### config.mk
export PLATFORM = sky130hd
export DESIGN_NAME = booth_divider
export DESIGN_NICKNAME = d
export VERILOG_FILES = /design/src/rtl/booth_divider.sv
export SDC_FILE = /design/constraint.sdc
export NUM_CORES = 1
export LEC_CHECK = 0
export BUFFER_PORTS_ARGS = -buffer_cell sky130_fd_sc_hd__buf_2
export CELL_PAD_IN_SITES_DETAIL_PLACEMENT = 0
export CELL_PAD_IN_SITES_GLOBAL_PLACEMENT = 1
export CORE_ASPECT_RATIO = 2
export CORE_MARGIN = 3
export CORE_UTILIZATION = 46
export CTS_BUF_LIST = sky130_fd_sc_hd__clkbuf_8
export DETAILED_ROUTE_END_ITERATION = 12
export PLACE_DENSITY_LB_ADDON = 0.1
export RECOVER_POWER = 100
export SLEW_MARGIN = 20
export SYNTH_ARGS = -nofsm -noshare
export SYNTH_HDL_FRONTEND = slang
export SYNTH_SLANG_ARGS = --single-unit
### constraint.sdc
create_clock -name i_clk -period 2.42 [get_ports i_clk]
set_input_delay 0.121 -clock i_clk [delete_from_list [all_inputs] [get_ports i_clk]]
set_output_delay 0.121 -clock i_clk [all_outputs]
set_load 0.03 [all_outputs]
### src/rtl/booth_divider.sv
// Sequential signed divider: restoring division on operand magnitudes, one step per clock,
// followed by a single sign-correction cycle that publishes quotient, remainder and flags.
module booth_divider #(
   parameter int unsigned WIDTH = 4
) (
   input  logic             i_clk,
   input  logic             i_rst,
   input  logic             i_start,
   input  logic [WIDTH-1:0] i_dividend,
   input  logic [WIDTH-1:0] i_divisor,
   output logic [WIDTH-1:0] o_quotient,
   output logic [WIDTH-1:0] o_remainder,
   output logic             o_busy,
   output logic             o_done,
   output logic             o_div_by_zero,
   output logic             o_overflow
);

   localparam int unsigned CW = $clog2(WIDTH + 1);

   localparam logic [1:0] ST_IDLE = 2'd0;
   localparam logic [1:0] ST_CALC = 2'd1;
   localparam logic [1:0] ST_FIX  = 2'd2;

   localparam logic [WIDTH-1:0] MOST_NEG = {1'b1, {(WIDTH-1){1'b0}}};

   logic [1:0]       state;
   logic             sign_q;
   logic             sign_r;
   logic             dz;
   logic             ov;
   logic [WIDTH-1:0] dvd;
   logic [WIDTH-1:0] quo;
   logic [WIDTH-1:0] dmag;
   logic [WIDTH:0]   rem;
   logic [CW-1:0]    count;

   logic [WIDTH-1:0] dvd_mag;
   logic [WIDTH-1:0] dsr_mag;
   logic [WIDTH+1:0] partial;
   logic [WIDTH+1:0] trial;
   logic [WIDTH-1:0] q_fix;
   logic [WIDTH-1:0] r_fix;

   // partial is {rem,quo} shifted left by one, seen from the remainder side
   always_comb begin
      dvd_mag = i_dividend[WIDTH-1] ? -i_dividend : i_dividend;
      dsr_mag = i_divisor[WIDTH-1]  ? -i_divisor  : i_divisor;
      partial = {rem, quo[WIDTH-1]};
      trial   = partial - {2'b00, dmag};
      q_fix   = sign_q ? -quo : quo;
      r_fix   = sign_r ? -rem[WIDTH-1:0] : rem[WIDTH-1:0];
   end

   always_ff @(posedge i_clk or negedge i_rst) begin
      if (!i_rst) begin
         state         <= ST_IDLE;
         sign_q        <= 1'b0;
         sign_r        <= 1'b0;
         dz            <= 1'b0;
         ov            <= 1'b0;
         dvd           <= '0;
         quo           <= '0;
         dmag          <= '0;
         rem           <= '0;
         count         <= '0;
         o_quotient    <= '0;
         o_remainder   <= '0;
         o_busy        <= 1'b0;
         o_done        <= 1'b0;
         o_div_by_zero <= 1'b0;
         o_overflow    <= 1'b0;
      end else begin
         o_done <= 1'b0;
         case (state)
            ST_IDLE: begin
               if (i_start) begin
                  sign_q <= i_dividend[WIDTH-1] ^ i_divisor[WIDTH-1];
                  sign_r <= i_dividend[WIDTH-1];
                  dz     <= (i_divisor == '0);
                  ov     <= (i_dividend == MOST_NEG) && (i_divisor == '1);
                  dvd    <= i_dividend;
                  quo    <= dvd_mag;
                  dmag   <= dsr_mag;
                  rem    <= '0;
                  count  <= CW'(WIDTH);
                  o_busy <= 1'b1;
                  state  <= ST_CALC;
               end
            end
            ST_CALC: begin
               rem   <= trial[WIDTH+1] ? partial[WIDTH:0] : trial[WIDTH:0];
               quo   <= {quo[WIDTH-2:0], ~trial[WIDTH+1]};
               count <= count - 1'b1;
               if (count == CW'(1)) state <= ST_FIX;
            end
            ST_FIX: begin
               if (dz) begin
                  o_quotient  <= '1;
                  o_remainder <= dvd;
               end else begin
                  o_quotient  <= q_fix;
                  o_remainder <= r_fix;
               end
               o_div_by_zero <= dz;
               o_overflow    <= ov;
               o_done        <= 1'b1;
               o_busy        <= 1'b0;
               state         <= ST_IDLE;
            end
            default: state <= ST_IDLE;
         endcase
      end
   end

endmodule

==> run_results.csv <==
group,metric,value,unit
detailed_routing,drtIter0Drc,48,
timing,drv_slew,0,
clocking,cts_buffers,5,
power_and_ir_drop,leakage,1.07,nW
timing,fin_worst_skew,5.78,ps
grt,grt_pass1_vias,1599,
power_and_ir_drop,power.density,1460,mW/mm^2
clocking,insertion_delay,290,ps
timing,fin_crit,2150,ps
timing,period_share,88.7,%
synth,ys_types,40,
synth,syn_avg_cell_area,9.61,sq um
grt,grt_pass1_wl,7.49,mm
detailed_routing,wl_per_cell,15.4,um
clocking,clk_pin_slew,70,ps
clocking,cts_root_buf,"clkbuf_8",
synth,synth_fp_nets,230,
timing,rsz0062_at_grt,"no",
layout,antenna_cells,0,
placed_design,placedCellCount,277,
grt,gr-usage-all-layers,19.4,%
worst_setup_path,cp_max_fo,7,
placed_design,dpl.hpwl,3.36,mm
worst_setup_path,critPathLaunch,"dmag[1]",
outcome,outcome,"finished, final reports clean",
placed_design,place_congestion,0.862,
floorplan,initial_core_util,48.2,%
timing,setup_tns,0,ps
clocking,clk_path_buf_depth,2,
layout,fin_area,0.00225,sq mm
detailed_routing,ant_nets,0,
placed_design,port_buffers,22,
synth,synth_area,0.00199,sq mm
placed_design,dpl-instance-area,0.00216,sq mm
timing,hold_viol_final,0,
timing,slew_headroom,40.2,%
detailed_routing,vias,1542,
layout,layout_commonest_cell,"dfrtp_1",
worst_setup_path,reg2reg_from,"dmag[1]",
floorplan,die_area,0.00520,sq mm
worst_setup_path,critPathArrivalTime,2330,ps
grt,overflow,0,
worst_setup_path,crit_required,2600,ps
detailed_routing,routed_wl,4.40,mm
synth,synth_seq_cells,37,
synth,ys_warn_count,0,
detailed_routing,vias_per_cell,5.39,
hold_path,min_path_type,"input port to register",
layout,drive_above_1_share,9.83,%
clocking,clock_sinks,37,
grt,grt_max_degree,38,
detailed_routing,drc,0,
timing,fmax,466,MHz
power_and_ir_drop,peakVddDrop,0.960,mV
timing,hold_ws,85.4,ps
floorplan,pin_count,23,
job,cap_viol_max_count,0,
synth,ys_seq_area_share,46.5,%
worst_setup_path,cp-end-kind,"register",
clocking,cts_max_level,2,
timing,setup_viol,0,
worst_setup_path,critPathKind,"register to register",
layout,final_cell_mix,"dfrtp_1 (37), nand2_1 (27), inv_1 (17)",
floorplan,die_w,52.5,um
worst_setup_path,start_kind,"register",
clocking,cts_tree,"built",
timing,tightest_slew,897,ps
floorplan,core,0.00413,sq mm
grt,antenna_found_initial,0,
detailed_routing,firstDrtPassIters,4,
layout,fin_cells,286,
layout,synthToLayoutAreaGrowth,13.1,%
hold_path,hold_start,"i_dividend[2]",
floorplan,num_rows,33,
synth,syn_inst,207,
floorplan,die_y,99,um
layout,nets,256,
power breakdown:
group / total [mW] / internal (mW) / switching, mW
logic: 1.61 / 0.652 / 0.960
clock network: 0.547 / 0.332 / 0.215
registers: 1.13 / 0.888 / 0.238
total: 3.28 / 1.87 / 1.41
flip-flops by register name, summed over array words and instances, names as in the netlist:
name           cells
rem                5
dmag               4
o_quotient         4
o_remainder        4
quo                4
count              3
dvd                3
state              2
dz                 1
o_busy             1
o_div_by_zero      1
o_done             1
o_overflow         1
ov                 1
sign_q             1
sign_r             1
repair_timing:
action,CTS,global route
buffers inserted,0,0
gates resized for setup,0,0
hold buffers,1,0
hold endpoints to repair,37,0
cells by family (layout without fill, tap and decap cells):
kind of cell	after synthesis	after routing	share of synthesized area, %
XOR/XNOR	8	8	3.52
multiplexers	9	9	4.65
flip-flops	37	37	46.5
adder cells (fa/ha/maj)	12	12	7.92
AO/OA/AOI/OAI	43	43	14.5
AND/OR/NAND/NOR	75	75	18.4
buffers and inverters	23	50	4.40
path summary, 6_finish.rpt:
kind | end | slack, ps | cells past startpoint
max | rem[0] | 270 | 7
min | dvd[2] | 90 | 3
max reg2reg | rem[0] | 270 | 7
min reg2reg | o_remainder[1] | 480 | 2
max in group asynchronous | o_done | 1370 | 2
min in group asynchronous | o_quotient[0] | 490 | 2
worst max-delay path, stage by stage, from the launching register on:
cell	delay (ps)
dfrtp_1	400
inv_1	60
ha_1	280
nor2b_2	180
o2111a_1	240
a211oi_2	520
mux2i_1	160
a21o_1	210
synth_stat cells:
library cell	n	area share, %
dfrtp_1	37	47
nand2_1	27	5.1
inv_1	16	3.0
nor2_1	13	2.5
ha_1	11	6.9
o21ai_0	10	2.5
nand3_1	8	2.0
o21ai_1	8	2.0
xnor2_1	8	3.5
a21oi_1	7	1.8
mux2i_1	7	3.5
nor2b_1	7	2.2
nor3_1	6	1.5
clkbuf_1	5	0.94
nand2b_1	5	1.6
a211oi_1	2	0.75
a21o_1	2	0.75
a221o_1	2	1.0
a31oi_1	2	0.63
mux2_2	2	1.1
nor4b_1	2	0.88
o31ai_1	2	0.75
a211oi_4	1	1.0
a22oi_1	1	0.38
and3_1	1	0.31
buf_1	1	0.19
buf_2	1	0.25
fa_1	1	1.0
nand3b_1	1	0.38
nand4_1	1	0.31
nor2b_2	1	0.44
nor3b_2	1	0.63
nor4_1	1	0.31
o2111a_1	1	0.57
o221ai_1	1	0.44
o221ai_2	1	0.75
o22ai_1	1	0.31
o311ai_1	1	0.44
o41ai_1	1	0.44
or2_1	1	0.31
per-stage QoR:
stage | total power, mW | utilization [%] | worst slack, ps
after floorplan | 2.39 | - | 610
after global placement | 2.76 | 52.3 | 506
after detailed placement | 2.83 | 52.3 | 433
after CTS | 3.39 | 55.4 | 418
after global routing | 3.57 | 54.5 | 186
final | 3.28 | 54.5 | 273
metal layers:
metal	global-route usage (%)	routed length, um	up-vias
li1	-	-	764
met4	10.2	127	0
met5	0	0	-
met2	32.8	2440	34
met1	22.3	1680	732
met3	3.33	153	12
cell type report:
type / instances / area [sq um]
fill: 389 / 1880
multi-input combinational: 147 / 963
sequential: 37 / 926
timing repair buffer: 26 / 120
clock buffer: 6 / 82.6
tap: 52 / 65.1
inverter: 16 / 60.1
clock inverter: 2 / 33.8
Note: power is estimated with default switching activity, not from simulation.
